## config.mk

```make
export PLATFORM = sky130hd
export DESIGN_NAME = wb_cam_dma
export DESIGN_NICKNAME = d
export VERILOG_FILES = /design/src/rtl/wb_cam_pkg.sv /design/src/rtl/cam_byte_pack.sv /design/src/rtl/wb_cam_dma.sv
export SDC_FILE = /design/constraint.sdc
export NUM_CORES = 1
export LEC_CHECK = 0
export ABC_AREA = 1
export BUFFER_PORTS_ARGS = -buffer_cell sky130_fd_sc_hd__buf_2
export CORE_ASPECT_RATIO = 2
export CORE_UTILIZATION = 35
export CTS_CLUSTER_SIZE = 24
export DETAILED_ROUTE_END_ITERATION = 10
export GPL_ROUTABILITY_DRIVEN = 0
export SYNTH_ARGS = -nofsm -noshare
export SYNTH_HDL_FRONTEND = slang
export SYNTH_SLANG_ARGS = --single-unit
```

## constraint.sdc

```tcl
create_clock -name clk -period 2.3 [get_ports clk]
set_input_delay 0.46 -clock clk [delete_from_list [all_inputs] [get_ports clk]]
set_output_delay 0.46 -clock clk [all_outputs]
set_load 0.005 [all_outputs]
```

## src/rtl/wb_cam_pkg.sv

```systemverilog
// Shared types and constants for the camera-FIFO to Wishbone DMA engine.
package wb_cam_pkg;

    localparam int unsigned BYTE_W     = 8;
    localparam int unsigned WORD_W     = 32;
    localparam int unsigned BYTE_CNT_W = 2;
    localparam int unsigned SEL_W      = 4;

    localparam logic [SEL_W-1:0] WB_SEL_ALL = 4'hF;

    typedef enum logic [2:0] {
        ST_IDLE  = 3'd0,
        ST_RRST  = 3'd1,
        ST_RD_HI = 3'd2,
        ST_RD_LO = 3'd3,
        ST_WB_WR = 3'd4
    } state_e;

    // Append the newest byte below the bytes already collected (big-endian word build).
    function automatic logic [WORD_W-1:0] pack_be(input logic [WORD_W-BYTE_W-1:0] hi,
                                                  input logic [BYTE_W-1:0]        lo);
        return {hi, lo};
    endfunction

endpackage

```

## src/rtl/cam_byte_pack.sv

```systemverilog
// Collects four FIFO bytes into one big-endian 32-bit word; word_c_o includes the byte
// currently on byte_i so the caller can latch a complete word on the fourth push.
module cam_byte_pack
    import wb_cam_pkg::*;
(
    input  logic                  clk,
    input  logic                  rst,
    input  logic                  clr_i,
    input  logic                  push_i,
    input  logic [BYTE_W-1:0]     byte_i,
    output logic [WORD_W-1:0]     word_c_o,
    output logic                  last_c_o
);

    logic [WORD_W-BYTE_W-1:0] shift_q;
    logic [BYTE_CNT_W-1:0]    cnt_q;

    assign word_c_o = pack_be(shift_q, byte_i);
    assign last_c_o = (cnt_q == BYTE_CNT_W'(3));

    always_ff @(posedge clk) begin
        if (rst || clr_i) begin
            shift_q <= '0;
            cnt_q   <= '0;
        end else if (push_i) begin
            shift_q <= word_c_o[WORD_W-BYTE_W-1:0];
            cnt_q   <= cnt_q + BYTE_CNT_W'(1);
        end
    end

endmodule

```

## src/rtl/wb_cam_dma.sv

```systemverilog
// Reads bytes from a camera FIFO, packs them into words and writes them out as
// single Wishbone write cycles to consecutive word addresses.
module wb_cam_dma
    import wb_cam_pkg::*;
#(
    parameter int unsigned WB_ADR_WIDTH = 32,
    parameter int unsigned CNT_WIDTH    = 20,
    parameter int unsigned RRST_CYCLES  = 4
) (
    input  logic                    clk,
    input  logic                    rst,
    input  logic                    start,
    input  logic                    abort,
    input  logic [WB_ADR_WIDTH-1:0] base_adr,
    input  logic [CNT_WIDTH-1:0]    word_cnt,
    output logic                    busy,
    output logic                    done,
    output logic                    err,
    output logic                    fifo_rclk,
    output logic                    fifo_rrst,
    input  logic [BYTE_W-1:0]       fifo_din,
    output logic [WB_ADR_WIDTH-1:0] wb_adr_o,
    output logic [WORD_W-1:0]       wb_dat_o,
    output logic [SEL_W-1:0]        wb_sel_o,
    output logic                    wb_we_o,
    output logic                    wb_cyc_o,
    output logic                    wb_stb_o,
    input  logic                    wb_ack_i,
    input  logic                    wb_err_i
);

    localparam int unsigned RRST_CNT_W = (RRST_CYCLES > 1) ? $clog2(RRST_CYCLES) : 1;

    state_e                  state_q;
    logic [WB_ADR_WIDTH-1:0] adr_q;
    logic [CNT_WIDTH-1:0]    rem_q;
    logic [RRST_CNT_W-1:0]   rrst_cnt_q;
    logic                    abort_q;
    logic                    busy_q;
    logic                    done_q;
    logic                    err_q;
    logic                    rclk_q;
    logic                    rrst_q;
    logic                    cyc_q;
    logic [SEL_W-1:0]        sel_q;
    logic [WB_ADR_WIDTH-1:0] wb_adr_q;
    logic [WORD_W-1:0]       wb_dat_q;

    logic                    pack_clr_c;
    logic                    pack_push_c;
    logic                    pack_last_c;
    logic [WORD_W-1:0]       pack_word_c;

    // Packer is held empty whenever idle, which also discards partial words on abort.
    assign pack_clr_c  = (state_q == ST_IDLE);
    assign pack_push_c = (state_q == ST_RD_LO) && !abort;

    cam_byte_pack u_pack (
        .clk      (clk),
        .rst      (rst),
        .clr_i    (pack_clr_c),
        .push_i   (pack_push_c),
        .byte_i   (fifo_din),
        .word_c_o (pack_word_c),
        .last_c_o (pack_last_c)
    );

    always_ff @(posedge clk) begin
        if (rst) begin
            state_q    <= ST_IDLE;
            adr_q      <= '0;
            rem_q      <= '0;
            rrst_cnt_q <= '0;
            abort_q    <= 1'b0;
            busy_q     <= 1'b0;
            done_q     <= 1'b0;
            err_q      <= 1'b0;
            rclk_q     <= 1'b0;
            rrst_q     <= 1'b0;
            cyc_q      <= 1'b0;
            sel_q      <= '0;
            wb_adr_q   <= '0;
            wb_dat_q   <= '0;
        end else begin
            case (state_q)
                ST_IDLE: begin
                    if (start) begin
                        done_q  <= 1'b0;
                        err_q   <= 1'b0;
                        abort_q <= 1'b0;
                        adr_q   <= base_adr;
                        rem_q   <= word_cnt;
                        if (word_cnt == '0) begin
                            done_q <= 1'b1;
                        end else begin
                            busy_q     <= 1'b1;
                            rrst_q     <= 1'b1;
                            rclk_q     <= 1'b1;
                            rrst_cnt_q <= RRST_CNT_W'(RRST_CYCLES - 1);
                            state_q    <= ST_RRST;
                        end
                    end
                end

                ST_RRST: begin
                    if (abort) begin
                        busy_q  <= 1'b0;
                        rrst_q  <= 1'b0;
                        rclk_q  <= 1'b0;
                        state_q <= ST_IDLE;
                    end else if (rrst_cnt_q == '0) begin
                        rrst_q  <= 1'b0;
                        rclk_q  <= 1'b1;
                        state_q <= ST_RD_HI;
                    end else begin
                        rrst_cnt_q <= rrst_cnt_q - RRST_CNT_W'(1);
                        rclk_q     <= ~rclk_q;
                    end
                end

                ST_RD_HI: begin
                    rclk_q <= 1'b0;
                    if (abort) begin
                        busy_q  <= 1'b0;
                        state_q <= ST_IDLE;
                    end else begin
                        state_q <= ST_RD_LO;
                    end
                end

                ST_RD_LO: begin
                    if (abort) begin
                        busy_q  <= 1'b0;
                        state_q <= ST_IDLE;
                    end else if (pack_last_c) begin
                        cyc_q    <= 1'b1;
                        sel_q    <= WB_SEL_ALL;
                        wb_adr_q <= adr_q;
                        wb_dat_q <= pack_word_c;
                        state_q  <= ST_WB_WR;
                    end else begin
                        rclk_q  <= 1'b1;
                        state_q <= ST_RD_HI;
                    end
                end

                ST_WB_WR: begin
                    if (abort) begin
                        abort_q <= 1'b1;
                    end
                    // Error termination wins over a simultaneous ack.
                    if (wb_err_i) begin
                        cyc_q   <= 1'b0;
                        sel_q   <= '0;
                        err_q   <= 1'b1;
                        done_q  <= 1'b1;
                        busy_q  <= 1'b0;
                        state_q <= ST_IDLE;
                    end else if (wb_ack_i) begin
                        cyc_q <= 1'b0;
                        sel_q <= '0;
                        adr_q <= adr_q + WB_ADR_WIDTH'(4);
                        rem_q <= rem_q - CNT_WIDTH'(1);
                        if (abort_q || abort) begin
                            busy_q  <= 1'b0;
                            state_q <= ST_IDLE;
                        end else if (rem_q == CNT_WIDTH'(1)) begin
                            done_q  <= 1'b1;
                            busy_q  <= 1'b0;
                            state_q <= ST_IDLE;
                        end else begin
                            rclk_q  <= 1'b1;
                            state_q <= ST_RD_HI;
                        end
                    end
                end

                default: begin
                    busy_q  <= 1'b0;
                    rclk_q  <= 1'b0;
                    rrst_q  <= 1'b0;
                    cyc_q   <= 1'b0;
                    sel_q   <= '0;
                    state_q <= ST_IDLE;
                end
            endcase
        end
    end

    assign busy      = busy_q;
    assign done      = done_q;
    assign err       = err_q;
    assign fifo_rclk = rclk_q;
    assign fifo_rrst = rrst_q;
    assign wb_adr_o  = wb_adr_q;
    assign wb_dat_o  = wb_dat_q;
    assign wb_sel_o  = sel_q;
    assign wb_we_o   = cyc_q;
    assign wb_cyc_o  = cyc_q;
    assign wb_stb_o  = cyc_q;

endmodule

```

==> flow_summary.ini, run 1 <==
[run_status]
outcome = finished clean

[sta]
rsz0062_at_grt = false
fin_skew_ps = 13.0
tightestPinTransition_ps = 758
slew_violations = 0
whs_ps = 249
fin_ws_ps = 401
maxSlewHeadroom_pct = 49.2
finalHoldViolations = 0
setup_viol_count_final = 0
finalCriticalPeriod_ps = 1900
fin_crit_sh_pct = 82.6
tns_ps = 0
max_freq_mhz = 527

[yosys]
synth_fp_nets = 1235
avgSynthCellArea_um2 = 6.61
ys_seq_area_share_pct = 40.1
async_reset_ff_share_pct = 0
ys.flop_type = dfxtp_1
ys_types = 35
synthCells = 1164
yosysTopAreaCell = dfxtp_1
synth_seq_cells = 154
synth.top_cell.area_share_pct = 40.1
syn_area_um2 = 7690
synth_area_leaders = dfxtp_1 (40%), nand2_1 (16%), nor2_1 (9.6%)
synth-edff-count = 0
yosysWarningCount = 0

[layout]
multi_input_area_um2 = 4010
area_delta_synth_final_pct = 19.4
nNetsFinal = 1349
fin_cells = 1566
nFillCells = 2325
drive_gt1_share_pct = 19.5
seq_area_um2 = 3080

[die]
die_w_um = 107
ioPinCount = 142
start_util_pct = 35.6
die_area_um2 = 22600
placementRows = 76
dieHeight_um = 212
core-area_um2 = 21600

[global_routing]
antenna_found_initial = 4
grt_pass1_vias = 7692
grt_usage_pct = 22.6
grt_max_degree = 60
grt_pass1_wl_um = 38700
overflow = 0

[clock_tree]
clock_sinks = 154
cts_setup_buffers = 0
cts_tree = yes
postCtsHoldBufs = 0
clk_latency_ps = 430
cts.repair.resized = 0
cts_root_buffer = clkbuf_16
path_clk_slew_ps = 70
numCtsBuffers = 17
cts_buffer_depth = 2
htree_levels = 4

[critical_path]
crit_type = reg -> reg
slowest_stage = dfxtp_1
path_cells = ha_1 -> nand3_1 -> nor2_1 -> nand2_1 -> nand2_1 -> nand3_1 -> nand2_1 -> a21oi_2
cp.arrival_ps = 2190
endpoint_kind = register
crit_buf_inv = 0
critical_path.top_delay_family = simple AND/OR/NAND/NOR gates
cpPeakStageDelay_ps = 460
crit_top_cell = nand2_1
startpoint_type = register
cp.required_ps = 2590
path_max_fanout = 6

[placement]
pre_cts_slack_ps = 355
numPortBuffers = 141
hpwl_um = 18600
dp_cells = 1532

[worst_hold_path]
hold_class = in -> reg

[drt]
wl_per_cell_um = 15.9
via_per_inst = 5.02
drt-initial-drc-count = 297
antenna_left = 0
drt_wl_total_um = 24900
drc_errors = 0
vias = 7856
dr.pass1.iters = 4

[job]
maxCapViolCount = 0

[power]
leakage_uw = 0.00366
vdd_ir_drop_max_uv = 755
p_per_area_nw_per_um2 = 733
==> flip-flops by register name, summed over array words and instances, names as in the netlist <==
name	flops
adr_q	32
wb_adr_o	32
wb_dat_o	32
u_pack.shift_q	24
rem_q	20
state_q	3
rrst_cnt_q	2
u_pack.cnt_q	2
abort_q	1
busy	1
done	1
err	1
fifo_rclk	1
fifo_rrst	1
wb_sel_o	1
==> final timing paths <==
check              startpoint  cells past startpoint        end  slack, ps
setup / recovery     adr_q[2]                      8  adr_q[30]        400
hold / removal    base_adr[0]                      3   adr_q[0]        250
setup reg to reg     adr_q[2]                      8  adr_q[30]        400
hold reg to reg          done                      2       done        450
==> metal layers <==
layer / routed length, um / track usage (%) / part of all wire [%] / vias to the layer above
li1: - / - / - / 3975
met4: 1770 / 16.8 / 7.1 / 4
met5: 18 / 0 / 0.072 / -
met1: 8760 / 20.7 / 35 / 3612
met3: 1030 / 4.56 / 4.1 / 70
met2: 13300 / 42.7 / 53 / 195
==> area by class of cell <==
class / instances / share of cell area (%)
multi-input cells: 876 / 43.6
flip-flops and latches: 154 / 33.6
repair buffers: 157 / 9.54
clock buffers: 19 / 4.71
well taps: 273 / 3.72
inverters: 72 / 2.94
clock inverters: 13 / 1.83
diodes: 2 / 0.0545
==> cell families (layout without fill, tap and decap cells) <==
logic type | Yosys count | count (layout) | share of synthesized area (%)
xor+xnor | 2 | 2 | 0.228
flops | 154 | 154 | 40.1
buf+inv | 134 | 261 | 7.81
compound gates | 229 | 229 | 16.6
simple gates | 640 | 640 | 34.4
fa+ha+maj | 5 | 5 | 0.814
other cells | 0 | 2 | 0
==> cells in the final DEF, fill, tap and decap left out, types with 2 or more instances in the layout <==
cell        count
a211oi_1        2
a21oi_1       108
a21oi_2        29
a31oi_1         5
buf_12          4
buf_2         141
buf_4          12
bufinv_16       3
clkbuf_1        2
clkbuf_16      17
clkinv_2        2
clkinv_4        3
clkinvlp_4      2
dfxtp_1       154
diode_2         2
ha_1            5
inv_1          66
inv_2           5
inv_6           3
nand2_1       323
nand2_2        21
nand3_1        72
nand3b_1        7
nand4_1         7
nor2_1        196
nor2_2          2
nor2_4          2
nor3_1          2
o211ai_1        3
o21ai_0        77
o21ai_1         3
or2_2           4
==> where the power goes <==
group | total (uW) | switching (uW) | internal, uW | leakage [uW]
Combinational | 904 | 597 | 307 | 0.00212
Clock | 2920 | 1200 | 1720 | 0.000288
Sequential | 2910 | 132 | 2780 | 0.00125
==> tightest hold or removal path, delay by kind of cell <==
family,cells,cell delay [ps]
buf+inv,1,80
simple gates,2,110
==> synth_stat cells, types with 3 or more instances <==
cell / count
buf_8: 3
ha_1: 5
nand3_1: 72
nand2_2: 21
nand3b_1: 7
clkbuf_1: 29
a21oi_1: 108
a21oi_2: 29
o21ai_0: 77
o21ai_1: 3
a31oi_1: 5
nand4_1: 7
o211ai_1: 3
dfxtp_1: 154
inv_1: 66
nand2_1: 323
buf_4: 8
or2_2: 4
buf_2: 21
inv_2: 5
nor2_1: 196
==> per-stage QoR <==
step | power, uW | util, % | area (um2)
final | 6730 | 42.5 | 9180
after floorplan | 3580 | - | 7690
after global routing | 7020 | 42.5 | 9180
after detailed placement | 3870 | 39.7 | 8580
after CTS | 6790 | 42.5 | 9180
after global placement | 3860 | 39.7 | 8580
(Power assumes the default switching activity.)
==> run 2, diff against run 1 <==
clock period = 1.68 ns   (was 2.3 ns; I/O delays follow)
==> flow_summary.ini, run 2 (synthesized netlist as in run 1, its figures left out) <==
[run_status]
outcome = finished clean

[sta]
finalCriticalPeriod_ps = 1580
fin_crit_sh_pct = 94.2
setup_viol_count_final = 0
finalHoldViolations = 0
maxSlewHeadroom_pct = 66.3
rsz0062_at_grt = true
fin_skew_ps = 7.61
tightestPinTransition_ps = 506
slew_violations = 0
whs_ps = 143
max_freq_mhz = 632

[layout]
multi_input_area_um2 = 4060
area_delta_synth_final_pct = 27.8
final_cell_mix = nand2_1 (322), nor2_1 (184), dfxtp_1 (149)
fin_cells = 1622
final_common_cell = nand2_1
diodes = 0
drive_gt1_share_pct = 24.6
seq_area_um2 = 3090
nFillCells = 2249
nNetsFinal = 1407

[drt]
dr.pass1.iters = 5
wl_per_cell_um = 16.2
antenna_left = 0
via_per_inst = 4.99
vias = 8097
drt_wl_total_um = 26200
drt-initial-drc-count = 429
drc_errors = 0

[critical_path]
cp.arrival_ps = 1900
startpoint_type = register
cp.required_ps = 1990
crit_type = reg -> reg
endpoint_kind = register
path_max_fanout = 4

[worst_hold_path]
hold_class = in -> reg

[clock_tree]
path_clk_slew_ps = 60
clock_sinks = 154
numCtsBuffers = 17
cts_root_buffer = clkbuf_16
postCtsHoldBufs = 0
cts_buffer_depth = 2
clk_latency_ps = 440
cts_tree = yes
htree_levels = 4

[global_routing]
grt_pass1_vias = 7946
grt_pass1_wl_um = 39900
grtUsageMet1_pct = 22.0
grt_usage_pct = 23.3
overflow = 0
use_met3_pct = 4.03
grt_max_degree = 51
antenna_found_initial = 1
grt_busiest_layer = met2
use_met2_pct = 44.0

[die]
die_w_um = 107
placementRows = 76
ioPinCount = 142
core-area_um2 = 21600
die_area_um2 = 22600
start_util_pct = 35.6
dieHeight_um = 212

[power]
p_total_uw = 9120
leakage_uw = 0.00401
vdd_ir_drop_max_uv = 583
p_per_area_nw_per_um2 = 928

[job]
maxCapViolCount = 0

[placement]
hpwl_um = 19300
dp_cells = 1584
numPortBuffers = 141
-- run 2: cell types whose count changed in the layout (fill, tap and decap cells not counted), moves of 5 or more --
cell     before  now
dfxtp_2       0    5
buf_12        4   12
dfxtp_1     154  149
buf_4        12   57
nor2_2        2   12
nor2_1      196  184
-- run 2: cell type report --
class,count,area share (%)
Clock buffer,21,4.79
Clock inverter,11,0.967
Inverter,72,2.88
Multi-Input combinational cell,876,41.3
Sequential cell,154,31.4
Tap cell,273,3.47
Timing Repair Buffer,215,15.2
-- run 2: critical path, cell delays in order, from the launching register on --
cell and delay (ps):
dfxtp_1 440, nand2_1 150, nor2_1 170, nand2_1 90, nor2_1 140, buf_4 170
nand2_1 50, nand2_1 60, nand3_1 60, nand2_1 80, a21oi_2 50
-- run 2: stage by stage --
step / utilization (%) / TNS (ps) / cell area, um2 / worst slack, ps
after floorplan: - / 0 / 7690 / 165
after global placement: 42.1 / -532 / 9080 / -141
after detailed placement: 42.1 / -628 / 9080 / -176
after CTS: 44.7 / 0 / 9650 / 29.9
after global routing: 45.5 / -6.08 / 9830 / -6.08
final: 45.5 / 0 / 9830 / 97.4
-- run 2: final timing paths --
path                                   from           to  slack, ps  depth (start not counted)
worst max-delay path               adr_q[6]    adr_q[29]        100                         10
worst min-delay path            base_adr[0]     adr_q[0]        140                          3
worst max register to register     adr_q[6]    adr_q[29]        100                         10
worst min register to register     adr_q[1]  wb_adr_o[1]        440                          2
-- run 2: power by group --
part	switching, uW	total [uW]	internal, uW
Combinational	889	1440	550
Clock	1580	3720	2150
Sequential	158	3960	3800
-- run 2: repair_timing --
| action | 4_1_cts | 5_1_grt |
|---|---|---|
| setup endpoints to repair | 0 | 115 |
| gates resized for setup | 0 | 33 |
| setup buffers | 0 | 3 |
-- run 2: per-layer routing --
metal	vias up	wire, um
met5	-	13
met4	2	1710
met3	82	958
met2	199	14400
met1	3729	9140
li1	4085	-
==> run 3, diff against run 2 <==
BUFFER_PORTS_ARGS = not set   (was -buffer_cell sky130_fd_sc_hd__buf_2)
CORE_MARGIN = 5   (was not set)
CORE_UTILIZATION = 30   (was 35)
DONT_BUFFER_PORTS = 1   (was not set)
==> flow_summary.ini, run 3 (synthesized netlist as in run 1, its figures left out) <==
[run_status]
outcome = finished, violations left
violations = hold timing

[placement]
dp_cells = 1488
numPortBuffers = 0
hpwl_um = 16200
placed_cell_area_um2 = 8170

[drt]
wl_per_cell_um = 15.0
drt-initial-drc-count = 580
dr.pass1.iters = 5
antenna_left = 0
drt_wl_total_um = 22800
via_per_inst = 4.94
vias = 7514
drc_errors = 0

[layout]
nNetsFinal = 1241
area_delta_synth_final_pct = 15.2
fin_area_um2 = 8860
diodes = 0
final_common_cell = nand2_1
drive_gt1_share_pct = 13.5
postLayoutCoreUtil_pct = 34.8
final_cell_mix = nand2_1 (322), nor2_1 (189), dfxtp_1 (151)
fin_cells = 1521

[worst_hold_path]
hold_class = in -> reg

[global_routing]
grt_usage_pct = 15.2
use_met3_pct = 5.11
overflow = 0
antenna_found_initial = 1
grt_busiest_layer = met2
grt_max_degree = 79
grt_pass1_wl_um = 35300
grt_pass1_vias = 6962
grtUsageMet1_pct = 19.3
use_met2_pct = 24.1

[sta]
whs_ps = -35.1
slew_violations = 0
tightestPinTransition_ps = 429
finalHoldViolations = 18
finalCriticalPeriod_ps = 1590
maxSlewHeadroom_pct = 71.3
max_freq_mhz = 627
rsz0062_at_grt = true
fin_skew_ps = 13.3
setup_viol_count_final = 0
fin_crit_sh_pct = 94.9

[critical_path]
r2r_setup_slack_ps = 90
cp.required_ps = 2060
crit_type = reg -> reg
endpoint_kind = register
startpoint_type = register
path_cells = nor2_4 -> nand2_2 -> inv_2 -> nand2_1 -> nand3_4 -> buf_6 -> buf_4 -> nand2_1 -> a21oi_2
crit_buf_inv = 3
cpPeakStageDelay_ps = 340
critical_path.top_delay_family = simple AND/OR/NAND/NOR gates
slowest_stage = dfxtp_1
crit_top_cell = nand2_1
cp.arrival_ps = 1970
path_max_fanout = 21

[clock_tree]
numCtsBuffers = 17
cts_root_buffer = clkbuf_16
path_clk_slew_ps = 70
clock_sinks = 154
cts_tree = yes
cts_buffer_depth = 2
htree_levels = 4
clk_latency_ps = 440

[die]
core-area_um2 = 25400
dieHeight_um = 236
die_area_um2 = 29100
start_util_pct = 30.2
ioPinCount = 142
placementRows = 83
die_w_um = 123

[power]
p_per_area_nw_per_um2 = 985
leakage_uw = 0.00314
vdd_ir_drop_max_uv = 627
p_total_uw = 8730

[job]
maxCapViolCount = 0
-- run 3: final timing paths --
check                              endpoint        from  cells after the start
worst max register to register    rem_q[16]  state_q[0]                      9
worst max-delay path              rem_q[16]  state_q[0]                      9
worst min-delay path            wb_dat_o[3]         rst                      1
worst min register to register  wb_adr_o[1]    adr_q[1]                      2
-- run 3: worst reg2reg max path, delay by kind of cell (launching register included) --
family / cells / cell delay [ps]
buffers and inverters: 3 / 500
AOI/OAI and AO/OA: 1 / 120
DFF: 1 / 340
and+or+nand+nor: 5 / 570
-- run 3: per-layer routing --
metal	share of wire (%)	wire, um
met2	47	10800
met5	0.088	20
met1	42	9620
met3	8.6	1980
met4	2.0	447
-- run 3: final cells by class --
cell class                      instances  area, um2
Clock inverter                         12        103
Inverter                               72        275
Sequential cell                       154       3090
Fill cell                            2709      16600
Clock buffer                           18        429
Tap cell                              340        425
Multi-Input combinational cell        876       4060
Timing Repair Buffer                   49        484
-- run 3: what timing repair did --
action,CTS,global route
resized for setup,1,29
setup endpoints to repair,23,100
buffers inserted,0,1
pin swaps,0,1
hold endpoints to repair,69,65
cloned,0,2
-- run 3: stage by stage --
step | worst slack (ps) | TNS (ps)
3_3_place_gp | 0.151 | 0
3_5_place_dp | -47.7 | -204
5_1_grt | -48.4 | -125
2_1_floorplan | 165 | 0
4_1_cts | 6.15 | 0
6_report | 85.1 | 0
-- run 3: report_power, final --
part | internal, uW | switching [uW] | leakage, uW | total [uW]
combinational | 442 | 740 | 0.00163 | 1180
sequential | 3800 | 168 | 0.00125 | 3970
clock | 2010 | 1570 | 0.000254 | 3580
total | 6250 | 2480 | 0.00314 | 8730
